$ cat config.mk
export PLATFORM = sky130hd
export DESIGN_NAME = seg_addsub_flags
export DESIGN_NICKNAME = d
export VERILOG_FILES = /design/src/rtl/seg_addsub_flags.sv
export SDC_FILE = /design/constraint.sdc
export NUM_CORES = 1
export LEC_CHECK = 0
export CORE_AREA = 8 8 143 145
export CTS_BUF_LIST = sky130_fd_sc_hd__clkbuf_8
export DETAILED_ROUTE_END_ITERATION = 10
export DIE_AREA = 0 0 151 153
export PLACE_DENSITY = 0.65
export SKIP_CTS_REPAIR_TIMING = 1
export SLEW_MARGIN = 5
export SYNTH_ARGS = -nofsm -noshare
export SYNTH_HDL_FRONTEND = slang
export SYNTH_SLANG_ARGS = --single-unit
$ cat constraint.sdc
create_clock -name clk -period 7.9 [get_ports clk]
set_input_delay 1.58 -clock clk [delete_from_list [all_inputs] [get_ports clk]]
set_output_delay 1.58 -clock clk [all_outputs]
set_load 0.005 [all_outputs]
$ cat src/rtl/seg_addsub_flags.sv
// Multi-cycle add/subtract: one SLICE-bit slice per clock with a registered carry; N/SLICE+1 cycles from accept to out_valid.
// Results and flags are held in DONE until out_ready; in_ready is low outside IDLE, so new requests stall upstream.
module seg_addsub_flags #(
    parameter int N     = 32,
    parameter int SLICE = 8
) (
    input  logic         clk,
    input  logic         rst_n,
    input  logic         in_valid,
    output logic         in_ready,
    input  logic [N-1:0] a,
    input  logic [N-1:0] b,
    input  logic         cin,
    input  logic         sub,
    input  logic         mode,
    output logic         out_valid,
    input  logic         out_ready,
    output logic [N-1:0] sum,
    output logic         cout,
    output logic         negative_flag,
    output logic         zero_flag,
    output logic         overflow_flag
);

    localparam int NSLICE = N / SLICE;
    localparam int CW     = (NSLICE > 1) ? $clog2(NSLICE) : 1;
    localparam logic [CW-1:0] LAST = CW'(NSLICE - 1);

    typedef enum logic [1:0] {
        IDLE = 2'd0,
        RUN  = 2'd1,
        DONE = 2'd2
    } state_t;

    state_t         r_state;
    state_t         w_state_nxt;
    logic [CW-1:0]  r_cnt;
    logic [N-1:0]   r_a;
    logic [N-1:0]   r_b;
    logic [N-1:0]   r_acc;
    logic           r_carry;
    logic           r_sub;
    logic           r_mode;

    int             w_base;
    logic [SLICE-1:0] w_a_sl;
    logic [SLICE-1:0] w_b_sl;
    logic [SLICE:0]   w_sl_sum;
    logic [N-1:0]   w_final;
    logic           w_c_msb_in;
    logic           w_c_out;
    logic           w_last;

    // Operands are stored pre-inverted for subtract, so the slice adder only ever adds.
    assign w_base     = int'(r_cnt) * SLICE;
    assign w_a_sl     = r_a[w_base +: SLICE];
    assign w_b_sl     = r_b[w_base +: SLICE];
    assign w_sl_sum   = {1'b0, w_a_sl} + {1'b0, w_b_sl} + {{SLICE{1'b0}}, r_carry};
    assign w_c_out    = w_sl_sum[SLICE];
    assign w_c_msb_in = w_a_sl[SLICE-1] ^ w_b_sl[SLICE-1] ^ w_sl_sum[SLICE-1];
    assign w_last     = (r_cnt == LAST);

    // The top slice is still combinational on the final RUN edge; splice it in.
    always_comb begin
        w_final                  = r_acc;
        w_final[N-1 -: SLICE]    = w_sl_sum[SLICE-1:0];
    end

    always_ff @(posedge clk or negedge rst_n) begin
        if (!rst_n) begin
            r_state <= IDLE;
        end else begin
            r_state <= w_state_nxt;
        end
    end

    always_comb begin
        w_state_nxt = r_state;
        unique case (r_state)
            IDLE:    if (in_valid)  w_state_nxt = RUN;
            RUN:     if (w_last)    w_state_nxt = DONE;
            DONE:    if (out_ready) w_state_nxt = IDLE;
            default: w_state_nxt = IDLE;
        endcase
    end

    always_comb begin
        in_ready  = (r_state == IDLE);
        out_valid = (r_state == DONE);
    end

    always_ff @(posedge clk or negedge rst_n) begin
        if (!rst_n) begin
            r_cnt         <= '0;
            r_a           <= '0;
            r_b           <= '0;
            r_acc         <= '0;
            r_carry       <= 1'b0;
            r_sub         <= 1'b0;
            r_mode        <= 1'b0;
            sum           <= '0;
            cout          <= 1'b0;
            negative_flag <= 1'b0;
            zero_flag     <= 1'b0;
            overflow_flag <= 1'b0;
        end else begin
            if (r_state == IDLE && in_valid) begin
                r_a     <= a;
                r_b     <= sub ? ~b : b;
                r_carry <= sub ^ cin;
                r_sub   <= sub;
                r_mode  <= mode;
                r_cnt   <= '0;
            end else if (r_state == RUN) begin
                r_acc[w_base +: SLICE] <= w_sl_sum[SLICE-1:0];
                r_carry                <= w_c_out;
                if (w_last) begin
                    r_cnt         <= '0;
                    sum           <= w_final;
                    cout          <= w_c_out;
                    negative_flag <= w_final[N-1];
                    zero_flag     <= (w_final == '0);
                    // Unsigned: carry for add, borrow (no carry) for subtract.
                    overflow_flag <= r_mode ? (w_c_msb_in ^ w_c_out) : (w_c_out ^ r_sub);
                end else begin
                    r_cnt <= r_cnt + CW'(1);
                end
            end
        end
    end

endmodule
# Word level (Yosys, flattened, before mapping)
# Index checks and enable logic that the tools add are counted.
[totals]
out_inout_bits = 38
reg_bits = 139
input_bits = 71
word_cells = 53
[op_classes]
n_reduce_logical = 7
shift = 4
n_eq_ne = 6
n_mux = 12
n_addsub = 4
bitwise = 7
[op_table]
columns = ["op", "count"]
rows = [
  ["32-bit by 6-bit indexed part select with 8-bit output", 2],
  ["5-bit negator with 33-bit output", 1],
  ["8-bit by 33-bit variable shift with 32-bit output, first input constant", 1],
  ["8-bit by 33-bit indexed part select with 32-bit output", 1],
  ["32-bit bitwise mux", 1],
  ["32-bit zero test", 1],
  ["32-bit two-way mux", 1],
  ["32-bit NOT", 1],
  ["2-bit two-way mux", 6],
  ["8-bit by 8-bit adder with 9-bit output", 1],
  ["9-bit by 1-bit adder with 9-bit output", 1],
  ["2-bit one-hot mux with 3 select lines", 1],
  ["3-bit AND reduction", 2],
  ["1-bit bitwise XOR", 5],
  ["2-bit == test, second input constant", 2],
  ["2-bit inequality test, second input constant", 2],
  ["1-bit two-way mux", 3],
  ["2-bit by 1-bit adder with 2-bit output, second input constant", 1],
  ["2-bit by 1-bit == test with 1-bit output, second input constant", 1],
  ["2-bit zero test", 1],
  ["2-bit by 1-bit inequality test with 1-bit output, second input constant", 1],
  ["2-bit AND reduction", 1],
  ["2-bit nonzero test", 1],
  ["1-bit logical AND", 1],
  ["1-bit NOT", 1],
]

# Depth between registers and ports, before layout
# Gate-level depths: netlist (run 1).
[depth]
word_depth = 6
ltp_mapped = 11
depth_no_buf = 9

# Worst setup path after synthesis (run 1)
# No wires, ideal clock.
[synth_timing]
path_type = "register to register"
start = "reg r_cnt[0]"
end = "reg zero_flag"
path_buffers = 1
arrival_time_ns = 3.367
required_time_ns = 7.808
synth_period_minus_slack_ns = 3.459
stages_incl_launch_ff = 11
setup_time_ns = 0.092
path_slack_ns = 4.441
cell_sequence = "dfrtp_1 > buf_1 > mux4_2 > fa_1 > inv_1 > fa_1 > nor4b_1 > nand4_1 > or4_1 > a2111o_1 > o31ai_2"
[synth_via]
elab_chain_len = 4
elab_cells_between_ends = 7
cone_classes = "2 x add/sub; 1 x eq/ne; 2 x shift; 2 x reduce/logical"
[synth_lines]
columns = ["element", "line", "rtl"]
rows = [
  ["start: declaration", "37", "logic [CW-1:0] r_cnt;"],
  ["start signal: assignment", "126", "r_cnt <= r_cnt + CW'(1);"],
  ["32-bit by 6-bit indexed part select with 8-bit output (on tied branches)", "56, 57", ""],
  ["8-bit by 8-bit adder with 9-bit output", "58", "assign w_sl_sum = {1'b0, w_a_sl} + {1'b0, w_b_sl} + {{SLICE{1'b0}}, r_carry};"],
  ["9-bit by 1-bit adder with 9-bit output", "58", ""],
  ["32-bit zero test", "122", "zero_flag <= (w_final == '0);"],
  ["end signal: assignment", "122", ""],
  ["end: declaration", "21", "output logic zero_flag,"],
]
# Several ways; a longest one is shown, not always the timed one.
# A chain may end at the register's enable or synchronous reset.

# Worst setup path after layout (run 1)
[layout_timing]
start = "reg r_cnt[1]"
end = "reg zero_flag"
# The elaborated chain is that of the path after synthesis.

==> flow_metrics.py, run 1 <==
metrics = {
    "run_status": {
        "status": "finished, final reports clean",
    },
    "logic_synthesis": {
        "ys.flop_type": "dfrtp_1",
        "ys_seq_area_share_pct": 54.1,
        "synthCells": 601,
        "ys_warn_count": 0,
        "synth-seq-cells": 130,
        "async_reset_ff_share_pct": 100,
        "syn-cell-area_um2": 6020,
        "avgSynthCellArea_um2": 10.0,
        "syn_nets": 686,
        "synth_edf_count": 0,
        "synthDistinctLibCells": 44,
    },
    "power_and_ir_drop": {
        "p_int_mw": 1.96,
        "p_leak_nw": 3.54,
        "power.share.combinational_pct": 47.2,
        "p_seq_share_pct": 34.2,
        "switching_share_pct": 40.2,
        "ir_drop_mv": 0.193,
        "pwr-share-clk_pct": 18.6,
        "power.switching_mw": 1.32,
        "powerDensity_nw_per_um2": 424,
    },
    "routing": {
        "wl_um": 14500,
        "wl_per_cell_um": 15.3,
        "drc": 0,
        "firstDrtPassIters": 4,
        "ant_nets": 0,
        "num_vias": 4450,
        "drt_iter0_drc": 301,
        "vias_per_cell": 4.69,
    },
    "place": {
        "placedInstanceArea_um2": 7290,
        "post-place-cells": 916,
        "io_buffer_count": 108,
        "gp_congestion": 0.868,
        "dpl_worst_slack_ps": 4410,
        "dp_hpwl_um": 10800,
    },
    "timing": {
        "fin_worst_skew_ps": 9.53,
        "fin_setup_tns_ps": 0,
        "min_period_ps": 3550,
        "setup_slack_ps": 4350,
        "relSlewSlack_pct": 39.1,
        "fmax_ghz": 0.282,
        "drv_slew": 0,
        "setup_violations": 0,
        "finalHoldViolCount": 0,
        "worst_pin_slew_ps": 913,
        "rsz0062_at_grt": "no",
        "fin_crit_sh_pct": 45.0,
    },
    "setup_path": {
        "crit_path_start_kind": "flop",
        "slowest_delay_ps": 840,
        "crit_required_ps": 8250,
        "crit-reg2reg-capture": "zero_flag$_DFFE_PN0P_",
        "critical_path_class": "reg2reg",
        "r2r-start": "r_cnt[1]$_DFFE_PN0P_",
        "r2r_slack_ps": 4350,
        "r2r_cells": 9,
        "end_kind": "flop",
        "critPathMaxFanout": 19,
        "cp_common_cell": "fa_1",
        "arrival_ps": 3900,
        "slowest_stage": "dfrtp_1",
        "crit_buf_inv": 1,
        "cp_top_family": "simple AND/OR/NAND/NOR gates",
        "path_cells": "mux4_2, fa_1, inv_1, fa_1, nor4b_1, nand4_1, or4_1, a2111o_1, o31ai_2",
    },
    "job": {
        "cap_violations": 0,
    },
    "cells_and_area": {
        "multi_input_area_um2": 2600,
        "drive_above_1_share_pct": 9.38,
        "final_cells": 948,
        "final_common_cell": "nand2_1",
        "layout_common_cells": "235 x nand2_1, 130 x dfrtp_1, 106 x clkdlybuf4s50_1, 43 x o21ai_0, 34 x xnor2_1",
        "diodes": 0,
        "final_core_util_pct": 42.3,
        "final_nets": 786,
        "final_cell_area_um2": 7730,
        "regArea_um2": 3250,
        "synthToLayoutAreaGrowth_pct": 28.4,
        "fillers": 1808,
    },
    "grt": {
        "antenna_found_initial": 0,
        "grt.overflow.total": 0,
        "grt_pass1_wl_um": 23500,
        "grt_use_total_pct": 12.9,
        "grt_start_max_net_pins": 103,
        "grt_pass1_vias": 4496,
    },
    "clock_network": {
        "cts_sinks": 130,
        "clk_path_buf_depth": 2,
        "tritoncts": "done",
        "cts.reportedPaths.clkPinSlew_ps": 80,
        "cts-buffers-inserted": 17,
        "clk_latency_ps": 440,
        "htree_levels": 4,
        "cts-root-buf": "clkbuf_8",
    },
    "die": {
        "rows": 50,
        "die_h_um": 153,
        "ios": 109,
        "die_area_um2": 23100,
        "die_w_um": 151,
        "start_util_pct": 32.9,
        "fp.coreArea_um2": 18300,
    },
    "min_path": {
        "hp-class": "reg2reg",
        "holdCritStartpoint": "sum[16]$_DFFE_PN0P_",
        "min_to": "sum[16]$_DFFE_PN0P_",
        "min_path_cells": 2,
    },
}
==> worst max-delay path by stage <==
stage / slack, ps / end / start / cells past startpoint
floorplan: 4440 / zero_flag$_DFFE_PN0P_ / r_cnt[0]$_DFFE_PN0P_ / 10
global placement: 4500 / zero_flag$_DFFE_PN0P_ / r_cnt[1]$_DFFE_PN0P_ / 9
detailed placement: 4410 / zero_flag$_DFFE_PN0P_ / r_cnt[1]$_DFFE_PN0P_ / 9
CTS: 4350 / zero_flag$_DFFE_PN0P_ / r_cnt[1]$_DFFE_PN0P_ / 9
global route: 4210 / zero_flag$_DFFE_PN0P_ / r_cnt[1]$_DFFE_PN0P_ / 9
finish: 4350 / zero_flag$_DFFE_PN0P_ / r_cnt[1]$_DFFE_PN0P_ / 9
==> cell type report <==
class,instances,area share (%)
tap,234,3.79
timing repair buffer,113,14.4
sequential,130,42.1
inverter,10,0.486
multi-input combinational,429,33.6
clock buffer,18,3.20
clock inverter,14,2.44
==> layer usage <==
layer	up-vias	wire, µm	share of wire (%)	global-route usage (%)
met5	-	0	0	0
met4	0	178	1.2	4.20
met3	12	812	5.6	3.87
met2	117	6750	46	19.4
met1	2114	6800	47	17.5
li1	2207	-	-	-
==> Yosys cell counts, types with 2 or more instances <==
master	instances	area (µm²)
nor3_1	2	10.0
o21ai_0	43	215
a21oi_1	3	15.0
nor2_1	8	30.0
nor4_1	5	31.3
o21a_1	2	15.0
nand4_1	2	12.5
nand2b_1	2	12.5
buf_1	4	15.0
xnor2_1	34	298
or2_2	4	25.0
o31ai_1	4	30.0
a31oi_1	3	18.8
buf_2	3	15.0
xor2_1	4	35.0
ha_1	12	150
dfrtp_1	130	3250
clkbuf_1	23	86.3
a22o_1	19	166
nand2_1	236	886
inv_1	10	37.5
o211ai_1	3	22.5
mux2_2	2	22.5
and2_1	4	25.0
buf_4	2	15.0
nand3_1	2	10.0
fa_1	2	40.0
nor4b_2	2	30.0
mux4_2	16	360
==> registers in the layout, summed over array words and instances, names as in the netlist <==
register	flops
cout	1
overflow_flag	1
r_a	32
r_acc	24
r_b	32
r_carry	1
r_cnt	2
r_mode	1
r_state	2
r_sub	1
sum	32
zero_flag	1
==> cell families (layout without fill, tap and decap cells) <==
family	count (synthesis)	after routing	share of synthesized area, %
fa+ha+maj	14	14	3.16
buf+inv	42	155	2.81
xor+xnor	38	38	5.53
flops	130	130	54.1
compound gates	84	84	9.13
simple gates	274	274	18.8
mux	19	19	6.53
==> worst min-delay path, cell delays in order, from the launching register on <==
cell,delay [ps]
dfrtp_1,340
nand2_1,50
nand2_1,50
==> power groups by stage <==
stage / Sequential [mW] / Combinational (mW) / Clock [mW]
3_5_place_dp: 1.14 / 1.55 / 0
5_1_grt: 1.16 / 1.74 / 0.654
4_1_cts: 1.13 / 1.57 / 0.630
3_3_place_gp: 1.14 / 1.52 / 0
6_report: 1.12 / 1.55 / 0.610
2_1_floorplan: 1.06 / 1.07 / 0
==> stage by stage <==
| stage | total power, mW | hold WS (ps) |
|---|---|---|
| 6_report | 3.28 | 473 |
| 3_5_place_dp | 2.69 | 459 |
| 2_1_floorplan | 2.13 | 440 |
| 4_1_cts | 3.32 | 478 |
| 3_3_place_gp | 2.66 | 457 |
| 5_1_grt | 3.55 | 491 |
Power figures use the tool's default switching activity.
==> run 2, diff against run 1 <==
- PLACE_DENSITY: 0.65 -> 0.67
- clock period: 7.9 -> 3 ns (I/O delays scaled with it)
==> run 2 against run 1 <==
Against the previous run:
- sequential power rose to 2.6 times the previous value
- final cell count up 1.9%
- global-route usage up 0.49 points
- critical path type unchanged
- clock power rose to 2.8 times the previous value
- highest routed layer unchanged
- core utilization up 1.2 points
==> flow_metrics.py, run 2 (same netlist as run 1, synthesis figures left out) <==
metrics = {
    "power_and_ir_drop": {
        "pwr-share-clk_pct": 18.2,
        "p_leak_nw": 3.67,
        "powerDensity_nw_per_um2": 1180,
        "switching_share_pct": 39.1,
        "power.switching_mw": 3.67,
        "p_seq_share_pct": 31.0,
        "power.share.combinational_pct": 50.9,
        "p_int_mw": 5.72,
        "ir_drop_mv": 0.663,
    },
    "place": {
        "io_buffer_count": 108,
        "gp_congestion": 0.838,
        "post-place-cells": 932,
        "dp_hpwl_um": 11200,
    },
    "routing": {
        "drc": 0,
        "drt_iter0_drc": 247,
        "wl_um": 14900,
        "vias_per_cell": 4.71,
        "firstDrtPassIters": 4,
        "wl_per_cell_um": 15.4,
        "num_vias": 4549,
        "ant_nets": 0,
    },
    "setup_path": {
        "r2r_cells": 9,
        "critPathMaxFanout": 5,
        "crit-reg2reg-capture": "zero_flag$_DFFE_PN0P_",
        "worstSetupEndpoint": "zero_flag$_DFFE_PN0P_",
        "r2r-start": "r_cnt[0]$_DFFE_PN0P_",
        "end_kind": "flop",
        "critical_path_class": "reg2reg",
        "cp-startpoint": "r_cnt[0]$_DFFE_PN0P_",
        "r2r_slack_ps": 9,
        "crit_required_ps": 3360,
        "crit_path_start_kind": "flop",
        "arrival_ps": 3350,
    },
    "cells_and_area": {
        "final_cells": 966,
        "layout_common_cells": "235 x nand2_1, 129 x dfrtp_1, 106 x clkdlybuf4s50_1, 43 x o21ai_0, 34 x xnor2_1",
        "diodes": 0,
        "fillers": 1789,
        "final_nets": 804,
        "drive_above_1_share_pct": 12.7,
        "final_common_cell": "nand2_1",
        "synthToLayoutAreaGrowth_pct": 32.1,
        "biggestRegsByFlops": "r_a x32, r_b x32, sum x32",
    },
    "timing": {
        "fin_worst_skew_ps": 11.2,
        "relSlewSlack_pct": 52.3,
        "fin_crit_sh_pct": 99.7,
        "rsz0062_at_grt": "yes",
        "drv_slew": 0,
        "min_period_ps": 2990,
        "fmax_ghz": 0.334,
        "setup_violations": 0,
        "worst_pin_slew_ps": 713,
        "whs_ps": 170,
        "finalHoldViolCount": 0,
    },
    "grt": {
        "grt_pass1_vias": 4630,
        "grt_pass1_wl_um": 24200,
        "grt_start_max_net_pins": 99,
        "grt.overflow.total": 0,
        "antenna_found_initial": 0,
        "grt_use_total_pct": 13.4,
    },
    "die": {
        "fp.coreArea_um2": 18300,
        "rows": 50,
        "die_h_um": 153,
        "die_w_um": 151,
        "die_area_um2": 23100,
        "ios": 109,
        "start_util_pct": 32.9,
    },
    "clock_network": {
        "cts_sinks": 130,
        "cts-root-buf": "clkbuf_8",
        "htree_levels": 4,
        "cts.reportedPaths.clkPinSlew_ps": 70,
        "tritoncts": "done",
        "cts-buffers-inserted": 17,
        "clk_path_buf_depth": 2,
        "clk_latency_ps": 460,
    },
    "run_status": {
        "status": "finished, final reports clean",
    },
    "job": {
        "cap_violations": 0,
    },
    "min_path": {
        "hp-class": "in2async",
    },
}
==> run 2: cell count changes in the layout (fill, tap and decap cells not counted), moves of 2 or more <==
| cell | change |
|---|---|
| buf_12 | +2 |
| fa_2 | +2 |
| buf_4 | +15 |
| fa_1 | -2 |
| clkinvlp_4 | -2 |
==> run 2: cell type report <==
cell class / count / area, µm² / share of cell area (%)
multi-input cells: 429 / 2630 / 33.1
flip-flops and latches: 130 / 3250 / 40.9
inverters: 10 / 37.5 / 0.472
well taps: 234 / 293 / 3.68
clock inverters: 14 / 213 / 2.67
repair buffers: 131 / 1270 / 16.0
clock buffers: 18 / 248 / 3.12
==> run 2: worst min path at each step <==
| stage | slack [ps] | to | from |
|---|---|---|---|
| final | 170 | sum[6]$_DFFE_PN0P_ | rst_n |
| after global routing | 210 | sum[6]$_DFFE_PN0P_ | rst_n |
| after CTS | 180 | sum[6]$_DFFE_PN0P_ | rst_n |
| after detailed placement | 460 | r_a[15]$_DFFE_PN0P_ | r_a[15]$_DFFE_PN0P_ |
| after global placement | 460 | r_a[14]$_DFFE_PN0P_ | r_a[14]$_DFFE_PN0P_ |
| after floorplan | 300 | cout$_DFFE_PN0P_ | rst_n |
==> run 2: through the flow <==
stage / util [%] / area, µm² / TNS (ps) / setup slack [ps] / power (mW)
after global placement: 40.8 / 7450 / 0 / 39.8 / 7.50
after global routing: 43.5 / 7950 / -113 / -113 / 10.1
after CTS: 43.3 / 7910 / -88.0 / -88.0 / 9.32
after detailed placement: 40.8 / 7450 / -52.7 / -52.7 / 7.59
after floorplan: - / 6050 / -68.4 / -68.4 / 5.67
final: 43.5 / 7950 / 0 / 9.03 / 9.39
==> run 2: power groups by stage <==
| stage | logic (mW) | clock network, mW | registers [mW] |
|---|---|---|---|
| after global routing | 5.29 | 1.83 | 3.00 |
| after CTS | 4.66 | 1.75 | 2.91 |
| after floorplan | 2.87 | 0 | 2.80 |
| final | 4.77 | 1.70 | 2.91 |
| after detailed placement | 4.64 | 0 | 2.94 |
| after global placement | 4.57 | 0 | 2.93 |
==> run 2: critical path, stage by stage, from the launching register on <==
cell and delay (ps):
dfrtp_2 430, mux4_2 540, fa_2 400, inv_2 70
fa_2 240, xor2_2 160, nand2_1 70, or4_4 510
a2111o_1 310, o31ai_2 170
==> run 2: layer usage <==
metal  part of all wire [%]  track usage [%]  up-vias
li1                       -                -     2244
met1                     44             17.1     2173
met2                     49             21.2      109
met3                    5.3             3.84       23
met4                    1.5             4.90        0
met5                      0                0        -
==> run 3, diff against run 2 <==
- SKIP_LAST_GASP: not set -> 1
==> run 3 against run 2 <==
Against the previous run:
- count of clock-buffer cells in the layout is the same
- combinational power is essentially flat
- setup slack gained 12 ps
- sequential power is essentially flat
- register-to-register slack is essentially flat
- sequential cell count is the same
- core utilization is essentially flat
- design area is essentially flat
- fmax grew 0.40%
- via count is essentially flat
- largest cell class unchanged
==> flow_metrics.py, run 3 (same netlist as run 1, synthesis figures left out) <==
metrics = {
    "cells_and_area": {
        "final_nets": 804,
        "diodes": 0,
        "biggestRegsByFlops": "r_a x32, r_b x32, sum x32",
        "final_cell_area_um2": 7950,
        "final_common_cell": "nand2_1",
        "drive_above_1_share_pct": 12.6,
        "layout_common_cells": "235 x nand2_1, 129 x dfrtp_1, 106 x clkdlybuf4s50_1, 43 x o21ai_0, 34 x xnor2_1",
        "synthToLayoutAreaGrowth_pct": 32.1,
    },
    "routing": {
        "drt_iter0_drc": 210,
        "vias_per_cell": 4.70,
        "num_vias": 4545,
        "wl_per_cell_um": 15.3,
        "firstDrtPassIters": 4,
        "ant_nets": 0,
        "drc": 0,
        "wl_um": 14800,
    },
    "setup_path": {
        "cp_top_family": "adder cells",
        "r2r_slack_ps": 20,
        "crit_buf_inv": 1,
        "path_cells": "mux4_2, fa_2, inv_2, fa_2, xor2_2, nand2_1, or4_1, a2111o_1, o31ai_2",
        "crit_required_ps": 3360,
        "slowest_stage": "mux4_2",
        "arrival_ps": 3340,
        "crit_path_start_kind": "flop",
        "critPathMaxFanout": 5,
        "cp_common_cell": "fa_2",
        "end_kind": "flop",
        "slowest_delay_ps": 540,
        "critical_path_class": "reg2reg",
    },
    "power_and_ir_drop": {
        "p_leak_nw": 3.66,
        "finalPower_mw": 9.38,
        "ir_drop_mv": 0.664,
        "powerDensity_nw_per_um2": 1180,
    },
    "die": {
        "die_w_um": 151,
        "die_h_um": 153,
        "die_area_um2": 23100,
        "ios": 109,
        "fp.coreArea_um2": 18300,
        "start_util_pct": 32.9,
        "rows": 50,
    },
    "min_path": {
        "hp-class": "in2async",
    },
    "grt": {
        "antenna_found_initial": 0,
        "grt_pass1_wl_um": 24200,
        "grt.overflow.total": 0,
        "grt_start_max_net_pins": 99,
        "grt_pass1_vias": 4630,
        "grt_use_total_pct": 13.4,
    },
    "clock_network": {
        "clk_latency_ps": 460,
        "cts-buffers-inserted": 17,
        "cts_sinks": 130,
        "cts-root-buf": "clkbuf_8",
        "tritoncts": "done",
        "htree_levels": 4,
        "clk_path_buf_depth": 2,
        "cts.reportedPaths.clkPinSlew_ps": 70,
    },
    "place": {
        "io_buffer_count": 108,
        "dpl_worst_slack_ps": -52.7,
        "placedInstanceArea_um2": 7450,
        "gp_congestion": 0.838,
        "dp_hpwl_um": 11200,
    },
    "timing": {
        "drv_slew": 0,
        "finalHoldViolCount": 0,
        "relSlewSlack_pct": 51.9,
        "min_period_ps": 2980,
        "setup_slack_ps": 21.0,
        "fmax_ghz": 0.336,
        "fin_setup_tns_ps": 0,
        "fin_crit_sh_pct": 99.3,
        "setup_violations": 0,
        "rsz0062_at_grt": "yes",
        "worst_pin_slew_ps": 720,
        "fin_worst_skew_ps": 13.9,
    },
    "job": {
        "cap_violations": 0,
    },
    "run_status": {
        "status": "finished, final reports clean",
    },
}
run 3: cell counts in the layout (fill, tap and decap cells not counted):
Identical to the previous run, type by type.
run 3: per-stage QoR:
stage | utilization, % | hold WS (ps) | instances
detailed placement | 40.8 | 461 | 932
global placement | 40.8 | 458 | 932
global route | 43.5 | 207 | 966
finish | 43.5 | 170 | 966
floorplan | - | 304 | 601
CTS | 43.3 | 181 | 964
run 3: worst register-to-register path, cell delays in order (launching register included):
cell and delay (ps):
dfrtp_2 430, mux4_2 540, fa_2 400, inv_2 70, fa_2 240, xor2_2 160, nand2_1 60, or4_1 510
a2111o_1 310, o31ai_2 170
run 3: cell type report:
| class | count | area [µm²] |
|---|---|---|
| Fill cell | 1789 | 10300 |
| Sequential cell | 130 | 3250 |
| Tap cell | 234 | 293 |
| Clock inverter | 14 | 213 |
| Clock buffer | 18 | 248 |
| Timing Repair Buffer | 131 | 1270 |
| Inverter | 10 | 37.5 |
| Multi-Input combinational cell | 429 | 2630 |
run 3: path summary, 6_finish.rpt:
check | cells past startpoint | to | from
worst max-delay path | 9 | zero_flag$_DFFE_PN0P_ | r_cnt[0]$_DFFE_PN0P_
max in group asynchronous | 2 | r_b[5]$_DFFE_PN0P_ | rst_n
worst max register to register | 9 | zero_flag$_DFFE_PN0P_ | r_cnt[0]$_DFFE_PN0P_
worst min register to register | 2 | sum[3]$_DFFE_PN0P_ | sum[3]$_DFFE_PN0P_
min in group clk | 2 | sum[3]$_DFFE_PN0P_ | sum[3]$_DFFE_PN0P_
worst min-delay path | 1 | sum[6]$_DFFE_PN0P_ | rst_n
run 3: power breakdown:
part           internal [mW]  switching [mW]
clock network           1.01           0.695
logic                   2.26            2.51
registers               2.45           0.454
run 3: routing by layer:
metal,vias up,part of all wire (%),track usage [%]
li1,2245,-,-
met1,2165,44,17.1
met2,113,49,21.2
met3,22,5.5,3.84
met4,0,1.4,4.90
met5,-,0,0
==> RTL change 1 (flow settings as in run 3) <==
The 3 states of `state_t` get a one-hot encoding in 3 bits.
--- a/src/rtl/seg_addsub_flags.sv
+++ b/src/rtl/seg_addsub_flags.sv
@@ -28,6 +28,6 @@
 
-    typedef enum logic [1:0] {
-        IDLE = 2'd0,
-        RUN  = 2'd1,
-        DONE = 2'd2
+    typedef enum logic [2:0] {
+        IDLE = 3'b001,
+        RUN  = 3'b010,
+        DONE = 3'b100
     } state_t;
Check against the original RTL: no difference found for any inputs over 4 cycles, from zero or initial values and one cycle with rst_n low; so few cycles prove little.
==> RTL change 1 against run 3 <==
Via count shrank 9.2%; worst setup slack gained 200 ps; combinational power fell by 4%; wire length is 0.81% lower; clock power down 21%; cell area is 1.7% lower; power down 7.0%; sequential cell count up 1; area after synthesis unchanged; hold slack worse by 22 ps; critical path type unchanged; largest power group unchanged.
==> RTL change 1: results (changes against run 3) <==
| Metric | Value |
|---|---|
| Placed insts | 819 (-12%) |
| Drt total wl | 14.70 mm (-0.81%) |
| Initial drt markers | 198 (-5.7%) |
| Vias per cell | 4.856 (+3.2%) |
| Synth area leaders | dfrtp_1 54%, mux2_2 10%, mux4_2 6.0% |
| LEAKAGE | 3.289 nW (-10%) |
| Worst slew pin tran | 630.3 ps (-89.40 ps) |
| Fillers | 1722 (-3.7%) |
| Worst path slowest cell | dfrtp_2 |
| Vias in the first global route | 4475 (-3.3%) |
| Avg Inst Size Synth | 12.38 um2 (+24%) |
| Area grow syn2layout | 29.81% |
| VDD IR max | 0.0006771 V (+2.0%) |
| Clock Skew | 11.28 ps (-2.662 ps) |
| GRT Util Overall | 13.39% (-0.050 points) |
| Slowest stage delay, CP | 460 ps (-80 ps) |
| Via count of the routed design | 4128 (-9.2%) |
| Top delay family on crit path | simple AND/OR/NAND/NOR gates |
| Nets | 689 (-14%) |
| Syn Nets | 571 (-17%) |
| First-pass GRT wire length | 24.00 mm (-0.71%) |
| Dpl cell area | 7432 um2 (-0.22%) |
| Outcome | finished, final reports clean |
| Routability congestion estimate | 0.8944 (+6.7%) |
| Placement Setup Slack | 64.43 ps (+117.1 ps) |
| Top post-synthesis cells by count | 130 x dfrtp_1, 54 x mux2_2, 47 x nor2_1 |
| Crit path max fanout | 6 (+1) |
| Library cells used by synthesis | 45 (+2.3%) |
| Share of layout cells above drive strength 1 | 21.75% (+9.2 points) |
| Crit path DAT | 3170 ps (-170 ps) |
RTL change 1: cell families after synthesis:
group	share of synthesized area [%]
DFF	54.49
AOI/OAI and AO/OA	7.630
muxes	17.75
buffers and inverters	2.516
xor gates and xnor gates	5.946
adders and majority gates	3.160
and+or+nand+nor	8.503
RTL change 1: worst register-to-register path, stage by stage, from the launching register on:
cell      delay [ps]
dfrtp_2          460
mux4_2           340
inv_1             50
fa_2             370
fa_1             390
nand2b_1         190
a21oi_2          170
nor3_1            70
or3_4            400
nor3_1           160
a211o_1          130
RTL change 1: worst paths after layout:
check / from / to / slack (ps) / cells past startpoint
max in group asynchronous: rst_n / r_b[2]$_DFFE_PN0P_ / 2090 / 2
min in group clk: sum[30]$_DFFE_PN0P_ / sum[30]$_DFFE_PN0P_ / 490 / 2
setup reg to reg: r_cnt[0]$_DFFE_PN0P_ / r_carry$_DFFE_PN0P_ / 220 / 10
hold reg to reg: sum[30]$_DFFE_PN0P_ / sum[30]$_DFFE_PN0P_ / 490 / 2
hold / removal: rst_n / sum[3]$_DFFE_PN0P_ / 150 / 1
setup / recovery: r_cnt[0]$_DFFE_PN0P_ / r_carry$_DFFE_PN0P_ / 220 / 10
RTL change 1: final cells by class:
cell class,count,share of cell area (%)
clock buffers,22,3.876
flip-flops and latches,131,41.99
repair buffers,124,15.76
inverters,9,0.4324
multi-input cells,321,33.46
well taps,234,3.748
clock inverters,9,0.7367
RTL change 1: per-layer routing:
layer	routed length, um	track usage [%]	vias to the layer above
li1	-	-	1943
met1	6052	16.06	2037
met2	7470	22.48	124
met3	959	4.133	24
met4	216	4.008	0
met5	0	0	-
RTL change 1: report_power, final:
part	leakage, nW	internal, mW	switching, mW
clock network	0.185	0.670	0.672
registers	1.64	2.38	0.424
logic	1.47	2.14	2.44
total	3.29	5.19	3.53
==> RTL change 2 (settings of run 3) <==
Without the edit above. The parameter `SLICE` goes from 8 to 32.
--- a/src/rtl/seg_addsub_flags.sv
+++ b/src/rtl/seg_addsub_flags.sv
@@ -4,3 +4,3 @@
     parameter int N     = 32,
-    parameter int SLICE = 8
+    parameter int SLICE = 32
 ) (
Behaviour: not the same (Yosys sat finds a counterexample within 4 cycles, from zero or initial values and one cycle with rst_n low).
==> RTL change 2 against run 3 <==
The run now ends with negative setup slack left; wire length increased by 3.8%; core utilization increased by 0.42 points; sequential cell count fell by 26; area after synthesis down 4.4%; critical path depth rose by 5; cell area is 0.96% higher; count of clock-buffer cells in the layout is 8 lower; power rose by 25%; sequential share of layout area is 8.5 points lower; worst setup slack got worse by 500 ps; largest cell class is now multi-input gates.
==> RTL change 2: results (changes against run 3) <==
| Metric | Value |
|---|---|
| Latest clock arrival within the worst-skew pair | 390 ps (-70 ps) |
| Largest registers | r_a: 32 flops, r_b: 32 flops, sum: 32 flops |
| RR Startpoint | r_carry$_DFFE_PN0P_ |
| First-pass GRT wire length | 24.61 mm (+1.8%) |
| Placed insts | 964 (+3.4%) |
| Crit path DAT | 3820 ps (+480 ps) |
| LEAKAGE | 3.403 nW (-7.1%) |
| H-tree depth | 3 (-1) |
| Dpl cell area | 7540 um2 (+1.2%) |
| Worst slew margin | 57.00% (+5.1 points) |
| Routability congestion estimate | 0.8668 (+3.4%) |
| Top cell type's share of synthesized area | 45.23% (-8.8 points) |
| Slowest stage delay, CP | 380 ps (-160 ps) |
| Initial drt markers | 171 (-19%) |
| Root Buffer | clkbuf_8 |
| Seq/Total Area, Yosys | 45.23% (-8.8 points) |
| Share of layout cells above drive strength 1 | 22.16% (+9.6 points) |
| Drt total wl | 15.39 mm (+3.8%) |
| Critical path class | reg -> reg |
| Via count of the routed design | 4722 (+3.9%) |
| GRT Util Overall | 13.34% (-0.099 points) |
| Clock Skew | 16.81 ps (+2.865 ps) |
| Max clock buf depth | 2 (unchanged) |
| Ant. Diodes | 0 (unchanged) |
| Endpoints failing setup | 6 (+6) |
| Initial antenna violation count | 0 (unchanged) |
| Syn Nets | 687 (+0.15%) |
| Failing checks | negative setup slack |
| Asr flop ratio synth | 100.0% (unchanged) |
| Outcome | finished with violations |
| Placement Setup Slack | -528.3 ps (-475.6 ps) |
| HPWL after DPL | 11.71 mm (+4.6%) |
| Synth area leaders | dfrtp_1 45%, xnor2_1 7.2%, ha_1 6.7% |
| PnR worst setup slack | -481.9 ps (-503.0 ps) |
| Largest net degree at the start of global routing | 66 (-33%) |
| Pre-Repair DR Iteration Count | 4 (unchanged) |
| Clock transition at the registers of the reported paths | 110 ps (+40 ps) |
| R2r endpoint | zero_flag$_DFFE_PN0P_ |
| FF-to-FF path depth | 14 (+5) |
| Vias in the first global route | 4805 (+3.8%) |
| VDD IR max | 0.0006454 V (-2.8%) |
| Nets | 857 (+6.6%) |
| Worst path slowest cell | dfrtp_1 |
| Library cells used by synthesis | 60 (+36%) |
| Setup TNS | -1613 ps (-1613 ps) |
| Crit path max fanout | 3 (-2) |
| Top post-synthesis cells by count | 104 x dfrtp_1, 75 x nand2_1, 61 x a21oi_1 |
| Top delay family on crit path | compound AO/OA/AOI/OAI gates |
| Syn Inst Count | 583 (-3.0%) |
| CTS Buf Count | 9 (-8) |
| Vias per cell | 4.760 (+1.2%) |
==> RTL change 2: cells by family (layout without fill, tap and decap cells) <==
group,count (synthesis),count (layout),synth area share (%)
flip-flops,104,104,45.23
AO/OA/AOI/OAI,153,153,15.94
multiplexers,33,33,6.458
AND/OR/NAND/NOR,165,165,13.02
adder cells (fa/ha/maj),33,33,7.436
buffers and inverters,32,207,2.327
XOR/XNOR,63,63,9.589
==> RTL change 2: per-layer routing <==
metal,wire length [um],share of wire (%),vias to the layer above,track usage (%)
met5,0,0,-,0
met4,195,1.3,0,4.243
met3,962,6.3,14,3.809
met2,7240,47,88,20.91
met1,6989,45,2236,17.32
li1,-,-,2384,-
==> RTL change 2: worst min-delay path by stage <==
stage	to	slack (ps)	cells after the start
floorplan	cout$_DFFE_PN0P_	300	0
finish	r_a[4]$_DFFE_PN0P_	230	1
global route	r_b[3]$_DFFE_PN0P_	270	1
CTS	sum[5]$_DFFE_PN0P_	230	1
detailed placement	sum[24]$_DFFE_PN0P_	460	2
global placement	sum[24]$_DFFE_PN0P_	460	2
==> RTL change 2: power by group <==
part | switching [mW] | internal (mW) | total, mW
Sequential | 0.437 | 2.10 | 2.53
Combinational | 3.91 | 4.18 | 8.09
Clock | 0.516 | 0.580 | 1.10
Total | 4.87 | 6.86 | 11.7
==> RTL change 2: layout make-up <==
cell class / count / area (um2)
clock buffer: 10 / 137.6
clock inverter: 6 / 113.9
fill: 1787 / 10240
inverter: 7 / 26.28
multi-input combinational: 447 / 3171
sequential: 104 / 2603
tap: 234 / 292.8
timing repair buffer: 184 / 1682
